## src/rtl/issue_ctrl_pkg.sv

```systemverilog
// Shared types for the RV32 decode/execute boundary: decoded instruction layout,
// register scoreboard and issue FSM states, plus operand extraction helpers.
package issue_ctrl_pkg;

    typedef logic [4:0]  t_register;
    typedef logic [31:0] t_scoreboard;

    typedef enum logic [1:0] {
        OK_OP_IMM  = 2'd0,
        OK_LUI     = 2'd1,
        OK_AUIPC   = 2'd2,
        OK_UNKNOWN = 2'd3
    } t_op_kind;

    typedef enum logic [2:0] {
        FK_ADD  = 3'd0,
        FK_SLT  = 3'd1,
        FK_SLTU = 3'd2,
        FK_XOR  = 3'd3,
        FK_OR   = 3'd4,
        FK_AND  = 3'd5,
        FK_SLL  = 3'd6,
        FK_SRL  = 3'd7
    } t_funct;

    typedef struct packed {
        logic [11:0] imm;
        t_register   src;
        t_funct      funct;
        t_register   dest;
    } t_op_imm_instr;

    typedef struct packed {
        logic [19:0] imm;
        t_register   dest;
    } t_op_lui_instr;

    typedef struct packed {
        t_op_kind      kind;
        t_op_imm_instr op_imm_instr;
        t_op_lui_instr op_lui_instr;
    } t_decoded_instr;

    typedef enum logic [1:0] {
        IS_EMPTY  = 2'd0,
        IS_WAIT   = 2'd1,
        IS_ISSUED = 2'd2
    } t_issue_state;

    function automatic t_register instr_dest(input t_decoded_instr instr);
        t_register r;
        case (instr.kind)
            OK_OP_IMM: r = instr.op_imm_instr.dest;
            default:   r = instr.op_lui_instr.dest;
        endcase
        return r;
    endfunction

    // Only OP_IMM reads a register; x0 stands for "no source" elsewhere.
    function automatic t_register instr_src(input t_decoded_instr instr);
        t_register r;
        case (instr.kind)
            OK_OP_IMM: r = instr.op_imm_instr.src;
            default:   r = 5'd0;
        endcase
        return r;
    endfunction

endpackage

```

## src/rtl/issue_ctrl_if.sv

```systemverilog
// Decode, execute and writeback handshake bundle around the issue controller.
interface issue_ctrl_if;
    import issue_ctrl_pkg::*;

    logic           dec_valid;
    logic           dec_ready;
    t_decoded_instr dec_instr;
    logic           ex_valid;
    logic           ex_ready;
    t_decoded_instr ex_instr;
    logic           wb_valid;
    t_register      wb_reg;

    modport slave (
        input  dec_valid, dec_instr, ex_ready, wb_valid, wb_reg,
        output dec_ready, ex_valid, ex_instr
    );

    modport master (
        output dec_valid, dec_instr, ex_ready, wb_valid, wb_reg,
        input  dec_ready, ex_valid, ex_instr
    );

endinterface

```

## src/rtl/issue_ctrl_reg_scoreboard.sv

```systemverilog
// Busy bit per architectural register with same-cycle writeback bypass on the
// hazard query; a set on the same register as a clear wins.
module reg_scoreboard
    import issue_ctrl_pkg::*;
#(
    parameter int NUM_REGS = 32
) (
    input  logic        clk,
    input  logic        rst_n,
    input  logic        clear_i,
    input  logic        set_i,
    input  t_register   set_reg_i,
    input  logic        clr_i,
    input  t_register   clr_reg_i,
    input  t_register   src_i,
    input  t_register   dest_i,
    output logic        hazard_o,
    output t_scoreboard busy_o
);

    t_scoreboard busy_q;
    t_scoreboard busy_d;
    t_scoreboard busy_byp_s;
    logic        set_ok_s;

    assign set_ok_s = (set_reg_i != 5'd0) && (int'(set_reg_i) < NUM_REGS);
    assign busy_o   = busy_q;

    // Bypassed view, hazard query and next busy vector
    always_comb begin
        busy_byp_s = busy_q;
        if (clr_i) begin
            busy_byp_s[clr_reg_i] = 1'b0;
        end else begin
            busy_byp_s[clr_reg_i] = busy_q[clr_reg_i];
        end
        hazard_o = ((src_i != 5'd0) && busy_byp_s[src_i]) ||
                   ((dest_i != 5'd0) && busy_byp_s[dest_i]);
        if (clear_i) begin
            busy_d = '0;
        end else if (set_i && set_ok_s) begin
            busy_d            = busy_byp_s;
            busy_d[set_reg_i] = 1'b1;
        end else begin
            busy_d = busy_byp_s;
        end
        busy_d[0] = 1'b0;
    end

    // Busy vector register
    always_ff @(posedge clk or negedge rst_n) begin
        if (!rst_n) begin
            busy_q <= '0;
        end else begin
            busy_q <= busy_d;
        end
    end

endmodule

```

## src/rtl/issue_ctrl.sv

```systemverilog
// Single-slot issue stage: holds one decoded instruction and releases it to
// execute once it is free of RAW/WAW hazards and under the in-flight limit.
module issue_ctrl
    import issue_ctrl_pkg::*;
#(
    parameter int NUM_REGS     = 32,
    parameter int MAX_INFLIGHT = 4,
    parameter int STALL_CNT_W  = 16
) (
    input  logic                               clk,
    input  logic                               rst_n,
    input  logic                               flush_i,
    issue_ctrl_if.slave                        bus,
    output logic                               illegal_o,
    output logic [STALL_CNT_W-1:0]             stall_cnt_o,
    output logic [$clog2(MAX_INFLIGHT+1)-1:0]  inflight_o
);

    localparam int IFW = $clog2(MAX_INFLIGHT + 1);

    t_issue_state     state_q, state_d;
    t_decoded_instr   slot_q, slot_d;
    t_decoded_instr   ex_instr_q, ex_instr_d;
    logic             ex_valid_q, ex_valid_d;
    logic             illegal_q, illegal_d;
    logic [STALL_CNT_W-1:0] stall_cnt_q, stall_cnt_d;
    logic [IFW-1:0]   inflight_q, inflight_d;

    logic dec_ready_s;
    logic accept_s;
    logic hazard_s;
    logic limit_s;
    logic issue_s;
    logic wb_dec_s;

    assign dec_ready_s = !flush_i && ((state_q == IS_EMPTY) ||
                                      ((state_q == IS_ISSUED) && bus.ex_ready));
    assign accept_s    = bus.dec_valid && dec_ready_s;
    // A writeback in the same cycle frees a slot, so it lifts the limit.
    assign limit_s     = (inflight_q == IFW'(MAX_INFLIGHT)) && !bus.wb_valid;
    assign issue_s     = !flush_i && (state_q == IS_WAIT) &&
                         (slot_q.kind != OK_UNKNOWN) && !hazard_s && !limit_s;
    assign wb_dec_s    = bus.wb_valid && (inflight_q != '0);

    reg_scoreboard #(
        .NUM_REGS (NUM_REGS)
    ) u_sb (
        .clk       (clk),
        .rst_n     (rst_n),
        .clear_i   (flush_i),
        .set_i     (issue_s),
        .set_reg_i (instr_dest(slot_q)),
        .clr_i     (bus.wb_valid),
        .clr_reg_i (bus.wb_reg),
        .src_i     (instr_src(slot_q)),
        .dest_i    (instr_dest(slot_q)),
        .hazard_o  (hazard_s),
        .busy_o    ()
    );

    // Next-state and next-output logic for the issue FSM and its counters
    always_comb begin
        state_d     = state_q;
        slot_d      = slot_q;
        ex_instr_d  = ex_instr_q;
        ex_valid_d  = ex_valid_q;
        illegal_d   = illegal_q;
        stall_cnt_d = stall_cnt_q;
        inflight_d  = inflight_q;
        if (flush_i) begin
            state_d    = IS_EMPTY;
            ex_valid_d = 1'b0;
            illegal_d  = 1'b0;
            inflight_d = '0;
        end else begin
            case (state_q)
                IS_EMPTY: begin
                    if (accept_s) begin
                        slot_d  = bus.dec_instr;
                        state_d = IS_WAIT;
                    end else begin
                        state_d = IS_EMPTY;
                    end
                end
                IS_WAIT: begin
                    if (slot_q.kind == OK_UNKNOWN) begin
                        illegal_d = 1'b1;
                        state_d   = IS_EMPTY;
                    end else if (issue_s) begin
                        ex_instr_d = slot_q;
                        ex_valid_d = 1'b1;
                        state_d    = IS_ISSUED;
                    end else if (stall_cnt_q != {STALL_CNT_W{1'b1}}) begin
                        stall_cnt_d = stall_cnt_q + STALL_CNT_W'(1);
                    end else begin
                        stall_cnt_d = stall_cnt_q;
                    end
                end
                IS_ISSUED: begin
                    if (bus.ex_ready) begin
                        ex_valid_d = 1'b0;
                        if (accept_s) begin
                            slot_d  = bus.dec_instr;
                            state_d = IS_WAIT;
                        end else begin
                            state_d = IS_EMPTY;
                        end
                    end else begin
                        ex_valid_d = 1'b1;
                    end
                end
                default: begin
                    state_d    = IS_EMPTY;
                    ex_valid_d = 1'b0;
                end
            endcase
            if (issue_s && !wb_dec_s) begin
                inflight_d = inflight_q + IFW'(1);
            end else if (!issue_s && wb_dec_s) begin
                inflight_d = inflight_q - IFW'(1);
            end else begin
                inflight_d = inflight_q;
            end
        end
    end

    // FSM state, held instruction, outputs and counters
    always_ff @(posedge clk or negedge rst_n) begin
        if (!rst_n) begin
            state_q     <= IS_EMPTY;
            slot_q      <= '0;
            ex_instr_q  <= '0;
            ex_valid_q  <= 1'b0;
            illegal_q   <= 1'b0;
            stall_cnt_q <= '0;
            inflight_q  <= '0;
        end else begin
            state_q     <= state_d;
            slot_q      <= slot_d;
            ex_instr_q  <= ex_instr_d;
            ex_valid_q  <= ex_valid_d;
            illegal_q   <= illegal_d;
            stall_cnt_q <= stall_cnt_d;
            inflight_q  <= inflight_d;
        end
    end

    assign bus.dec_ready = dec_ready_s;
    assign bus.ex_valid  = ex_valid_q;
    assign bus.ex_instr  = ex_instr_q;
    assign illegal_o     = illegal_q;
    assign stall_cnt_o   = stall_cnt_q;
    assign inflight_o    = inflight_q;

endmodule

```

## src/flat_wrapper.sv

```systemverilog
// flat-port wrapper written by rule: the top's interface ports become plain ports
module issue_ctrl_flat import issue_ctrl_pkg::*;
#(
    parameter int NUM_REGS     = 32,
    parameter int MAX_INFLIGHT = 4,
    parameter int STALL_CNT_W  = 16
)
  (clk, rst_n, flush_i, illegal_o, stall_cnt_o, inflight_o, bus_dec_valid, bus_dec_instr, bus_ex_ready, bus_wb_valid, bus_wb_reg, bus_dec_ready, bus_ex_valid, bus_ex_instr);
  issue_ctrl_if bus_i ();
  input  logic clk;
  input  logic rst_n;
  input  logic flush_i;
  output logic illegal_o;
  output logic [STALL_CNT_W-1:0] stall_cnt_o;
  output logic [$clog2(MAX_INFLIGHT+1)-1:0] inflight_o;
  input wire logic [$bits(bus_i.dec_valid)-1:0] bus_dec_valid;
  input wire logic [$bits(bus_i.dec_instr)-1:0] bus_dec_instr;
  input wire logic [$bits(bus_i.ex_ready)-1:0] bus_ex_ready;
  input wire logic [$bits(bus_i.wb_valid)-1:0] bus_wb_valid;
  input wire logic [$bits(bus_i.wb_reg)-1:0] bus_wb_reg;
  output wire logic [$bits(bus_i.dec_ready)-1:0] bus_dec_ready;
  output wire logic [$bits(bus_i.ex_valid)-1:0] bus_ex_valid;
  output wire logic [$bits(bus_i.ex_instr)-1:0] bus_ex_instr;
  assign bus_i.dec_valid = bus_dec_valid;
  assign bus_i.dec_instr = bus_dec_instr;
  assign bus_i.ex_ready = bus_ex_ready;
  assign bus_i.wb_valid = bus_wb_valid;
  assign bus_i.wb_reg = bus_wb_reg;
  assign bus_dec_ready = bus_i.dec_ready;
  assign bus_ex_valid = bus_i.ex_valid;
  assign bus_ex_instr = bus_i.ex_instr;
  issue_ctrl #(.NUM_REGS(NUM_REGS), .MAX_INFLIGHT(MAX_INFLIGHT), .STALL_CNT_W(STALL_CNT_W)) u_core (.clk(clk), .rst_n(rst_n), .flush_i(flush_i), .bus(bus_i), .illegal_o(illegal_o), .stall_cnt_o(stall_cnt_o), .inflight_o(inflight_o));
endmodule
```

## config.mk

```make
export PLATFORM = sky130hd
export DESIGN_NAME = issue_ctrl_flat
export DESIGN_NICKNAME = d
export VERILOG_FILES = /design/src/rtl/issue_ctrl_pkg.sv /design/src/rtl/issue_ctrl_if.sv /design/src/rtl/issue_ctrl_reg_scoreboard.sv /design/src/rtl/issue_ctrl.sv /design/src/flat_wrapper.sv
export SDC_FILE = /design/constraint.sdc
export NUM_CORES = 1
export LEC_CHECK = 0
export ABC_AREA = 1
export CORE_MARGIN = 2
export CORE_UTILIZATION = 40
export DETAILED_ROUTE_END_ITERATION = 6
export DONT_BUFFER_PORTS = 1
export SLEW_MARGIN = 40
export SYNTH_ARGS = -nofsm -noshare
export SYNTH_HDL_FRONTEND = slang
export SYNTH_HIERARCHICAL = 1
export SYNTH_SLANG_ARGS = --single-unit
```

## constraint.sdc

```tcl
create_clock -name clk -period 7.47 [get_ports clk]
set_input_delay 1.1205 -clock clk [delete_from_list [all_inputs] [get_ports clk]]
set_output_delay 1.1205 -clock clk [all_outputs]
set_load 0.005 [all_outputs]
```

==> flow_summary.ini <==
[outcome]
status = complete, no violations

[floorplan]
dieArea_um2 = 20700
fp-row-count = 51
fp.dieH_um = 144
start_util_pct = 40.5
io_pins = 137
core_area_um2 = 19300
die_w_um = 144

[power_and_ir_drop]
switching_share_pct = 34.2
leakagePower_uw = 0.00427
switching_power_uw = 942
irDropWorstVdd_mv = 0.180
power.density_nw_per_um2 = 321
combPwrFrac_pct = 20.5
p_clk_share_pct = 33.9
power_frac_seq_pct = 45.6
p_int_uw = 1810

[logic_synthesis]
synth_nets = 1081
avgSynthCellArea_um2 = 7.73
yosys_warnings = 6
synth_area_um2 = 7820
syn_inst = 1012

[worst_setup_path]
timing.rr.start = u_core/slot_q[51]
rrSetupSlack_ns = 2.79
r2r_cells = 21
cp-end-kind = flip-flop
critPathMaxFanout = 11
start_kind = flip-flop
cp.required_ns = 7.82
cp.arrival_ns = 5.03
critPathKind = reg -> reg
r2r_end = u_core/u_sb/busy_o[5]

[sta]
fin_ws_ns = 2.79
min_period_ns = 4.68
maxSlewViolCount = 0
min_period_over_period_pct = 62.6
finalHoldViolCount = 0
max_slew_margin_pct = 52.4
finalSetupViolations = 0
max_freq_mhz = 214
whs_ns = 0.394
fin_worst_skew_ns = 0.0108
setup_tns_ns = 0
worst_pin_slew_ns = 0.711
rsz0062_at_grt = no

[detailed_routing]
via_count = 6320
vias_per_cell = 4.96
drt_first_iter_violations = 448
firstDrtPassIters = 5
drtAntennaViolNets = 0
drt-total-wl_um = 19400
wire_per_inst_um = 15.2
drc_errors = 0

[final_layout]
layout_common_cells = 293 x nand2_1, 158 x dfrtp_1, 131 x nor2_1
diodes = 0
multi_input_area_um2 = 3230
areaGrowthSynthToFinish_pct = 9.74
final_common_cell = nand2_1
fin_nets = 1066
register_area_um2 = 3950
fillers = 1953
drive_above_1_share_pct = 6.14
final_core_util_pct = 44.4

[clocking]
clock-sinks = 158
cts_resized = 0
clk_path_buf_depth = 2
cts-htree-levels = 4
holdBufCountCts = 0
clock_latency_ns = 0.43
ctsRootBufferMaster = clkbuf_16
path_clk_slew_ns = 0.06
cts_setup_buffers = 0
cts_buffers = 17
cts_tree = yes

[grt]
grt_pass1_vias = 5929
grt_antenna_before_repair = 0
grt_pass1_wl_um = 31400
grt_max_degree = 159
grt-ovfl-total = 0
grt_usage_pct = 19.4

[hold_path]
hold_class = in -> async

[job]
maxCapViolCount = 0

[place]
io_buffer_count = 0
place_hpwl_um = 13400
place.gp.congestion = 0.850
pre_cts_slack_ns = 2.86
layout make-up:
cell class | count | area share, %
clock buffers | 18 | 5.12
clock inverters | 14 | 2.30
inverters | 108 | 4.72
multi-input cells | 709 | 37.7
flip-flops and latches | 158 | 46.1
well taps | 265 | 3.86
repair buffers | 3 | 0.262
layer usage:
metal,global-route usage [%],routed length (um),vias up
met5,0,0,-
met4,4.95,199,0
met3,7.40,1880,16
met2,27.4,8230,216
met1,28.0,9100,2923
li1,-,-,3165
how the worst max path moves through the flow:
stage / slack [ns] / cells past startpoint / end / from
floorplan: 3.73 / 20 / u_core/u_sb/busy_o[4] / bus_wb_reg[4]
global placement: 2.94 / 20 / u_core/u_sb/busy_o[7] / bus_wb_reg[4]
detailed placement: 2.86 / 21 / u_core/u_sb/busy_o[7] / u_core/slot_q[51]
CTS: 2.82 / 21 / u_core/u_sb/busy_o[7] / u_core/slot_q[51]
global route: 2.24 / 23 / u_core/u_sb/busy_o[5] / u_core/slot_q[51]
finish: 2.79 / 21 / u_core/u_sb/busy_o[5] / u_core/slot_q[51]
worst max-delay path, stage by stage (launching register included):
cell	delay [ns]
dfrtp_1	0.41
nor2_1	0.46
inv_1	0.20
nor2_1	0.55
nor2_1	0.14
inv_1	0.18
nor2_1	0.07
nor2_1	0.14
nand2_1	0.06
nand3_1	0.08
nand2_1	0.06
nand2_1	0.05
nand2_1	0.06
inv_1	0.05
nand2_1	0.07
inv_1	0.06
nand3_1	0.10
nor2_1	0.57
o21ai_0	0.42
nor4_1	0.61
nand2_1	0.11
a21oi_1	0.15
state kept, by name, summed over array words and instances (netlist names):
register	cells
u_core/u_sb/busy_o	31
u_core/illegal_o	1
u_core/inflight_o	3
u_core/bus.ex_instr	52
u_core/bus.ex_valid	1
u_core/state_q	2
u_core/slot_q	52
u_core/stall_cnt_o	16
through the flow:
step | instances | instance area (um2) | power (uW)
6_report | 1275 | 8580 | 2760
5_1_grt | 1275 | 8580 | 2950
4_1_cts | 1275 | 8580 | 2780
3_5_place_dp | 1243 | 7950 | 1840
3_3_place_gp | 1243 | 7930 | 1820
2_1_floorplan | 1012 | 7820 | 1670
power by group through the flow:
stage	combinational (uW)	clock, uW	sequential (uW)
6_report	565	935	1260
3_3_place_gp	546	0	1270
2_1_floorplan	460	0	1210
3_5_place_dp	565	0	1270
4_1_cts	566	954	1260
5_1_grt	668	990	1290
(Power assumes the default switching activity.)
